===== src/rtl/sync_debounce_bank.sv =====
// ---------------------------------------------------------------------------
// sync_debounce_bank
//
// Multi-channel input conditioner for keypad rows/columns and push buttons.
// Each channel passes through a metastability synchroniser chain, a debounce
// filter that only accepts a new level after it has persisted for
// DebounceCycles consecutive cycles, and an optional edge detector that
// produces one-cycle change pulses.
//
// Build option:
//   SYNC_DEBOUNCE_EDGE_DET_EN - when defined, rise_o/fall_o/changed_o carry
//                               registered change pulses. When undefined the
//                               ports remain but are tied to 0 and no edge
//                               registers exist. stable_o is identical in
//                               both builds.
//
// Ports:
//   clk_i      in   1      system clock
//   rst_i      in   1      asynchronous active-high reset
//   async_i    in   Width  unsynchronised pin levels
//   stable_o   out  Width  debounced level per channel
//   rise_o     out  Width  one-cycle pulse when stable_o[n] goes 0->1
//   fall_o     out  Width  one-cycle pulse when stable_o[n] goes 1->0
//   changed_o  out  1      OR of all rise_o and fall_o bits
// ---------------------------------------------------------------------------
module sync_debounce_bank #(
  parameter int               Width          = 4,
  parameter int               ChainLength    = 2,
  parameter int               DebounceCycles = 16,
  parameter logic [Width-1:0] ResetValue     = '1
) (
  input  logic             clk_i,
  input  logic             rst_i,
  input  logic [Width-1:0] async_i,
  output logic [Width-1:0] stable_o,
  output logic [Width-1:0] rise_o,
  output logic [Width-1:0] fall_o,
  output logic             changed_o
);

  localparam int CountWidth = $clog2(DebounceCycles + 1);
  localparam logic [CountWidth-1:0] CountLast = CountWidth'(DebounceCycles - 1);

  (* ASYNC_REG = "TRUE" *) logic [ChainLength-1:0][Width-1:0] r_syncChain;

  logic [Width-1:0]      w_syncOut;
  logic [Width-1:0]      r_stable;
  logic [CountWidth-1:0] r_count [Width];
  logic [Width-1:0]      w_accept;

  // Synchroniser: async_i enters at stage 0 and shifts toward the last stage.
  // Only the last stage is allowed to feed any other logic.
  always_ff @(posedge clk_i or posedge rst_i) begin
    if (rst_i) begin
      r_syncChain <= {ChainLength{ResetValue}};
    end else begin
      r_syncChain <= {r_syncChain[ChainLength-2:0], async_i};
    end
  end

  assign w_syncOut = r_syncChain[ChainLength-1];

  // A channel accepts its new level when it still differs from the stable
  // level and the counter has already seen DebounceCycles-1 differing cycles;
  // the cycle in which the comparison holds is the final one of the run.
  always_comb begin
    w_accept = '0;
    for (int n = 0; n < Width; n++) begin
      w_accept[n] = (w_syncOut[n] != r_stable[n]) && (r_count[n] == CountLast);
    end
  end

  // Debounce filter: any return to the stable level clears the count, so a
  // glitch shorter than DebounceCycles never reaches stable_o.
  always_ff @(posedge clk_i or posedge rst_i) begin
    if (rst_i) begin
      r_stable <= ResetValue;
      for (int n = 0; n < Width; n++) begin
        r_count[n] <= '0;
      end
    end else begin
      for (int n = 0; n < Width; n++) begin
        if (w_syncOut[n] == r_stable[n]) begin
          r_count[n] <= '0;
        end else if (w_accept[n]) begin
          r_stable[n] <= w_syncOut[n];
          r_count[n]  <= '0;
        end else begin
          r_count[n] <= r_count[n] + CountWidth'(1);
        end
      end
    end
  end

  assign stable_o = r_stable;

`ifdef SYNC_DEBOUNCE_EDGE_DET_EN
  logic [Width-1:0] r_rise;
  logic [Width-1:0] r_fall;
  logic             r_changed;

  // Pulses are registered from the same acceptance term that updates
  // r_stable, so they line up with the first cycle showing the new level.
  always_ff @(posedge clk_i or posedge rst_i) begin
    if (rst_i) begin
      r_rise    <= '0;
      r_fall    <= '0;
      r_changed <= 1'b0;
    end else begin
      r_rise    <= w_accept & w_syncOut;
      r_fall    <= w_accept & ~w_syncOut;
      r_changed <= |w_accept;
    end
  end

  assign rise_o    = r_rise;
  assign fall_o    = r_fall;
  assign changed_o = r_changed;
`else
  assign rise_o    = '0;
  assign fall_o    = '0;
  assign changed_o = 1'b0;
`endif

endmodule

===== config.mk =====
export PLATFORM = sky130hd
export DESIGN_NAME = sync_debounce_bank
export DESIGN_NICKNAME = d
export VERILOG_FILES = /design/src/rtl/sync_debounce_bank.sv
export SDC_FILE = /design/constraint.sdc
export NUM_CORES = 1
export LEC_CHECK = 0
export CORE_MARGIN = 2
export CORE_UTILIZATION = 56
export DETAILED_ROUTE_END_ITERATION = 7
export GPL_TIMING_DRIVEN = 0
export MAX_ROUTING_LAYER = met4
export PLACE_DENSITY = 0.82
export SETUP_SLACK_MARGIN = 0.5
export SYNTH_ARGS = -nofsm -noshare
export SYNTH_HDL_FRONTEND = slang
export SYNTH_SLANG_ARGS = --single-unit

===== constraint.sdc =====
create_clock -name clk_i -period 2.85 [get_ports clk_i]
set_input_delay 0.855 -clock clk_i [delete_from_list [all_inputs] [get_ports clk_i]]
set_output_delay 0.855 -clock clk_i [all_outputs]
set_load 0.005 [all_outputs]

Yosys cells after proc, flatten, opt, wreduce, memory -nomap -nowiden
Index checks and enable logic that the tools add are counted.
Widths: inputs -> output; s select.
- bitwise logic cells: 4
- $add $sub $neg: 4
- reductions and logical operators: 8
- eq/ne operators: 12
- mux-type cells: 8
- operators with widths (operator ; count):
    $mux 5 ; 8
    $add 5x1->5 const B ; 4
    $eq 5x4->1 const B ; 4
    $reduce_and 2->1 ; 4
    $eq 1x1->1 ; 4
    $logic_and 1x1->1 ; 4
    $ne 1x1->1 ; 4
    $not 1->1 ; 4
- input bits: 6
- register bits: 32
- output and inout port bits: 13
- word-level logic and storage cells: 46

Longest topological paths before layout
Gate-level depths: netlist of run 1.
- depth after elaboration: 4
- gate-level depth with buffers: 4
- mapped depth without buffers: 4

Worst setup path before layout of run 1
Ideal clock, no wire load.
- kind: register to output
- start: register r_stable[0], in the netlist stable_o[0]
- end: output stable_o[0]
- path buffers: 0
- setup slack: 1471 ps
- arrival: 524 ps
- cell stages (with the launch flop): 1
- cell sequence: dfstp_2
- RTL lines (item ; line ; source):
    start, declared ; 47 ; logic [Width-1:0] r_stable;
    start signal, assigned ; 77 ; r_stable <= ResetValue;
    start signal, assigned by index ; 86 ; r_stable[n] <= w_syncOut[n];
    end, declared ; 35 ; output logic [Width-1:0] stable_o,
No word-level cell between the ends.

Worst setup path after layout of run 1
- start: register r_stable[3], in the netlist stable_o[3]
- end: output stable_o[3]
No word-level cell between the ends.

==> results.sh, run 1 <==
export IMPL_synthFlopType="dfrtp_1"
export IMPL_endpoint_kind="primary output"
export IMPL_crit_slowest_cell="dfstp_2"
export IMPL_stdcell_area_um2=1520
export IMPL_drt_iter0_markers=2
export IMPL_dr_pass1_iters=2
export IMPL_setup_tns_ps=0
export IMPL_dp_slack_ps=630
export IMPL_fin_crit_ps=2230
export IMPL_area_growth_pct=16.4
export IMPL_final_period_utilization_pct=78.3
export IMPL_ctsHoldBuffers=0
export IMPL_ys_top_cells_by_count="dfrtp_1 (20), dfstp_2 (12), nor2_1 (12), xor2_1 (12), buf_4 (9)"
export IMPL_die_area_um2=2730
export IMPL_rows=17
export IMPL_die_h_um=52.3
export IMPL_gp_congestion=0.722
export IMPL_drv_slew=0
export IMPL_drt_wl_total_um=1670
export IMPL_synthSimpleGateAreaFrac_pct=13.9
export IMPL_insertion_delay_ps=310
export IMPL_fin_worst_skew_ps=7.14
export IMPL_critPathMaxFanout=3
export IMPL_max_stage_delay_ps=570
export IMPL_vias_per_cell=4.61
export IMPL_path_class="reg2out"
export IMPL_powerDensity_nw_per_um2=528
export IMPL_ant_nets=0
export IMPL_synth_compound_area_share_pct=1.54
export IMPL_synth_area_leaders="dfrtp_1 (38%), dfstp_2 (24%), xor2_1 (8.1%), buf_4 (5.2%), ha_1 (3.8%)"
export IMPL_yosys_area_top_type="dfrtp_1"
export IMPL_tightest_slew_ps=1110
export IMPL_hold_class="reg2reg"
export IMPL_max_slew_margin_pct=26.0
export IMPL_cap_violations=0
export IMPL_drc_errors=0
export IMPL_grt_max_degree=33
export IMPL_rsz0062_at_grt="false"
export IMPL_utilization_pct=68.6
export IMPL_die_x_um=52.3
export IMPL_cts_root_buf="clkbuf_4"
export IMPL_syn_area_um2=1300
export IMPL_drive_gt1_share_pct=27.6
export IMPL_cts_buffers=5
export IMPL_synth_top_area_share_pct=38.4
export IMPL_num_io_pins=19
export IMPL_grt_pass1_vias=718
export IMPL_setup_viol=0
export IMPL_synth_edff_count=0
export IMPL_core_area_um2=2210
export IMPL_synth_cell_types=16
export IMPL_synth_area_mux_share_pct=3.45
export IMPL_cts_resized_gates=0
export IMPL_synth_top_family_by_area="simple AND/OR/NAND/NOR gates"
export IMPL_ys_seq_elements=32
export IMPL_syn_area_per_cell_um2=12.8
export IMPL_yosysMostFrequentCell="dfrtp_1"
export IMPL_crit_required_ps=2000
export IMPL_clkSinkCount=32
export IMPL_syn_instance_count=102
export IMPL_hold_viol_final=0
export IMPL_vias=715
export IMPL_initial_core_util_pct=58.9
export IMPL_synth_fa_ha_area_share_pct=3.84
export IMPL_cp_cell_sequence="clkdlybuf4s50_1"
export IMPL_antenna_found_initial=0
export IMPL_critPathBufInv=1
export IMPL_overflow=0
export IMPL_htree_levels=2
export IMPL_ctsLongestPathBuffers=2
export IMPL_grt_first_pass_wirelength_um=2970
export IMPL_yosys_warnings=0
export IMPL_ys_seq_area_share_pct=62.6
export IMPL_max_freq_mhz=448
export IMPL_antenna_cells=0
export IMPL_async_flop_share_pct=100
export IMPL_cts_tree="yes"
export IMPL_worst_endpoint_arrival_ps=1380
export IMPL_place_area_um2=1460
export IMPL_synth_xor_area_share_pct=8.06
export IMPL_path_clk_slew_ps=80
export IMPL_worst_slack_ps=619
export IMPL_final_cells=155
export IMPL_cp_top_family="flip-flops"
export IMPL_startpoint_type="flop"
export IMPL_portBuffers=9
export IMPL_cts_setup_buffers=0
export IMPL_wl_per_cell_um=10.8
export IMPL_nets=136
export IMPL_outcome="complete, no violations"
export IMPL_grt_use_total_pct=16.1
export IMPL_leakage_nw=0.780
export IMPL_vdd_drop_max_mv=0.392
export IMPL_placed_cells=147
==> area by class of cell <==
type	count	area (um2)
plain buffers	9	67.6
clock buffers	8	58.8
fillers	158	694
inverters	4	15.0
multi-input cells	65	435
flip-flops and latches	32	816
well taps	28	35.0
repair buffers	9	90.1
==> metal layers <==
metal	GRT usage, %	share of wire, %	vias to the layer above
li1	-	-	360
met4	6.41	0.96	0
met1	18.5	43	339
met3	7.71	4.8	2
met2	24.5	51	14
met5	-	0	-
==> worst paths after layout <==
kind	to	start	slack [ps]	cells after the start
setup / recovery	stable_o[3]	stable_o[3]	620	1
setup reg to reg	stable_o[0]	r_count[15]	1640	4
hold reg to reg	w_syncOut[2]	r_syncChain[2]	360	0
max in group asynchronous	r_count[2]	rst_i	1060	2
hold / removal	w_syncOut[2]	r_syncChain[2]	360	0
min in group asynchronous	r_count[17]	rst_i	1120	2
==> flip-flops by register name (all words and copies together), names as in the netlist <==
signal,count
w_syncOut,4
r_count,20
r_syncChain,4
stable_o,4
==> cells in the final DEF, fill, tap and decap left out, types with 5 or more instances in the layout <==
| cell type | netlist | layout |
|---|---|---|
| xor2_1 | 12 | 12 |
| nor2_1 | 12 | 12 |
| dfstp_2 | 12 | 12 |
| dfrtp_1 | 20 | 20 |
| clkdlybuf4s50_1 | 0 | 9 |
| clkbuf_4 | 0 | 5 |
| buf_4 | 9 | 9 |
| conb_1 | 1 | 9 |
==> stage by stage <==
stage | power [mW] | hold slack, ps
2_1_floorplan | 0.540 | 345
3_3_place_gp | 0.554 | 347
3_5_place_dp | 0.557 | 349
4_1_cts | 0.814 | 361
5_1_grt | 0.848 | 368
6_report | 0.801 | 360
==> power by group <==
| part | switching (mW) | internal (mW) |
|---|---|---|
| combinational | 0.0283 | 0.0282 |
| sequential | 0.0135 | 0.478 |
| clock | 0.131 | 0.122 |
==> cell families after synthesis <==
family | after synthesis
AO/OA/AOI/OAI | 4
XOR/XNOR | 12
adder cells (fa/ha/maj) | 4
buffers and inverters | 13
flip-flops | 32
multiplexers | 4
other | 1
AND/OR/NAND/NOR | 32
Power figures use the tool's default switching activity.
==> inputs of run 2 (changes only) <==
--- a/config.mk
+++ b/config.mk
@@ -6,11 +6,11 @@
 export NUM_CORES = 1
 export LEC_CHECK = 0
 export CORE_MARGIN = 2
-export CORE_UTILIZATION = 56
+export CORE_UTILIZATION = 52
 export DETAILED_ROUTE_END_ITERATION = 7
 export GPL_TIMING_DRIVEN = 0
 export MAX_ROUTING_LAYER = met4
-export PLACE_DENSITY = 0.82
+export PLACE_DENSITY = 0.77
 export SETUP_SLACK_MARGIN = 0.5
 export SYNTH_ARGS = -nofsm -noshare
 export SYNTH_HDL_FRONTEND = slang
==> constraint.sdc (replaced) <==
create_clock -name clk_i -period 2.08 [get_ports clk_i]
set_input_delay 0.624 -clock clk_i [delete_from_list [all_inputs] [get_ports clk_i]]
set_output_delay 0.624 -clock clk_i [all_outputs]
set_load 0.005 [all_outputs]
==> run 2 against run 1 <==
Effect of this change:
- critical path depth unchanged
- total power increased by 34%
- first-iteration DRC count unchanged
==> results.sh, run 2 (synthesis gave the netlist of run 1 again) <==
export IMPL_grt_use_total_pct=17.2
export IMPL_switchingPower_mw=0.247
export IMPL_final_period_utilization_pct=76.4
export IMPL_crit_required_ps=1460
export IMPL_cp_top_family="flip-flops"
export IMPL_largest_reg_flops=20
export IMPL_final_cells=161
export IMPL_critPathMaxFanout=2
export IMPL_wl_per_cell_um=10.7
export IMPL_endpoint_kind="primary output"
export IMPL_max_freq_mhz=629
export IMPL_p_total_mw=1.07
export IMPL_cp_cell_sequence="buf_6"
export IMPL_combPwrFrac_pct=7.4
export IMPL_max_stage_delay_ps=550
export IMPL_die_h_um=54.1
export IMPL_ant_nets=0
export IMPL_nets=140
export IMPL_cts_tree="yes"
export IMPL_seq_power_share_pct=62.8
export IMPL_setup_viol=0
export IMPL_path_clk_slew_ps=100
export IMPL_path_class="reg2out"
export IMPL_overflow=0
export IMPL_powerDensity_nw_per_um2=698
export IMPL_drc_errors=0
export IMPL_critPathBufInv=1
export IMPL_dr_pass1_iters=3
export IMPL_grt_first_pass_wirelength_um=3310
export IMPL_setup_tns_ps=0
export IMPL_tightest_slew_ps=638
export IMPL_drt_wl_total_um=1720
export IMPL_drt_iter0_markers=2
export IMPL_cts_root_buf="clkbuf_4"
export IMPL_vias=749
export IMPL_grt_max_degree=33
export IMPL_met2_usage_pct=27.6
export IMPL_final_common_cell="dfrtp_1"
export IMPL_p_clk_share_pct=29.8
export IMPL_cts_buffers=5
export IMPL_ctsHoldBuffers=0
export IMPL_dp_slack_ps=81.5
export IMPL_htree_levels=2
export IMPL_hpwl_um=1220
export IMPL_portBuffers=9
export IMPL_placed_cells=149
export IMPL_fin_crit_ps=1590
export IMPL_worst_endpoint_arrival_ps=970
export IMPL_antenna_found_initial=0
export IMPL_ctsLongestPathBuffers=2
export IMPL_leakage_nw=0.803
export IMPL_grt_use_met3_pct=5.83
export IMPL_hp_start="r_syncChain[3]"
export IMPL_vdd_drop_max_mv=0.471
export IMPL_drv_slew=0
export IMPL_crit_start="stable_o[1]"
export IMPL_clkSinkCount=32
export IMPL_max_slew_margin_pct=57.4
export IMPL_gr_usage_met1_pct=19.1
export IMPL_swShare_pct=23.0
export IMPL_die_area_um2=2920
export IMPL_fin_worst_skew_ps=16.1
export IMPL_startpoint_type="flop"
export IMPL_core_area_um2=2430
export IMPL_insertion_delay_ps=330
export IMPL_crit_slowest_cell="dfstp_2"
export IMPL_layout_common_cells="dfrtp_1 (20), buf_4 (13), xor2_1 (12), nor2_1 (12), dfstp_2 (12)"
export IMPL_drive_gt1_share_pct=33.6
export IMPL_worst_slack_ps=491
export IMPL_vias_per_cell=4.65
export IMPL_r2r_start="r_count[0]"
export IMPL_die_x_um=54.1
export IMPL_hold_slack_ps=358
export IMPL_grt_pass1_vias=791
export IMPL_antenna_cells=0
export IMPL_num_io_pins=19
export IMPL_rows=18
export IMPL_rsz0062_at_grt="true"
export IMPL_hold_viol_final=0
export IMPL_hold_class="reg2reg"
export IMPL_initial_core_util_pct=53.6
export IMPL_p_int_mw=0.826
export IMPL_gp_congestion=0.723
export IMPL_regMostFlops="r_count"
export IMPL_cap_violations=0
export IMPL_outcome="complete, no violations"
export IMPL_top_usage_layer="met2"
export IMPL_area_growth_pct=17.9
run 2: cell count changes in the layout (fill, tap and decap cells not counted), sizes merged:
cell,change
buf,+8
clkbuf,-1
clkdlybuf4s50,-4
clkinv,+1
clkinvlp,+1
inv,-1
run 2: metrics by stage:
stage / instance area [um2] / utilization (%)
2_1_floorplan: 1330 / -
3_3_place_gp: 1460 / 60.1
3_5_place_dp: 1460 / 60.1
4_1_cts: 1530 / 62.7
5_1_grt: 1540 / 63.2
6_report: 1540 / 63.2
run 2: power by group through the flow:
stage / sequential [mW] / clock [mW] / combinational, mW
2_1_floorplan: 0.681 / 0 / 0.0593
3_3_place_gp: 0.683 / 0 / 0.0756
3_5_place_dp: 0.685 / 0 / 0.0784
4_1_cts: 0.674 / 0.341 / 0.0810
5_1_grt: 0.678 / 0.374 / 0.0945
6_report: 0.674 / 0.320 / 0.0790
run 2: cell type report:
cell class | count | area, um2
fillers | 205 | 895
repair buffers | 13 | 113
plain buffers | 9 | 67.6
flip-flops and latches | 32 | 816
inverters | 4 | 18.8
clock buffers | 7 | 45.0
multi-input cells | 65 | 435
well taps | 30 | 37.5
clock inverters | 1 | 5.00
run 2: repair_timing:
item | in CTS | in global routing
setup buffers | 4 | 0
gates resized for setup | 17 | 2
gates cloned | 0 | 0
endpoints found under the setup margin | 24 | 4
run 2: path summary, 6_finish.rpt:
kind | endpoint | slack [ps] | depth (start not counted)
worst min-delay path | w_syncOut[3] | 360 | 0
max in group asynchronous | stable_o[3] | 980 | 2
worst max register to register | stable_o[3] | 870 | 4
min in group asynchronous | r_count[17] | 710 | 2
worst max-delay path | stable_o[1] | 490 | 1
worst min register to register | w_syncOut[3] | 360 | 0
run 2: routing by layer:
metal	up-vias	part of all wire [%]
met5	-	0
met4	0	2.6
met3	7	5.4
met2	13	51
met1	364	41
li1	365	-
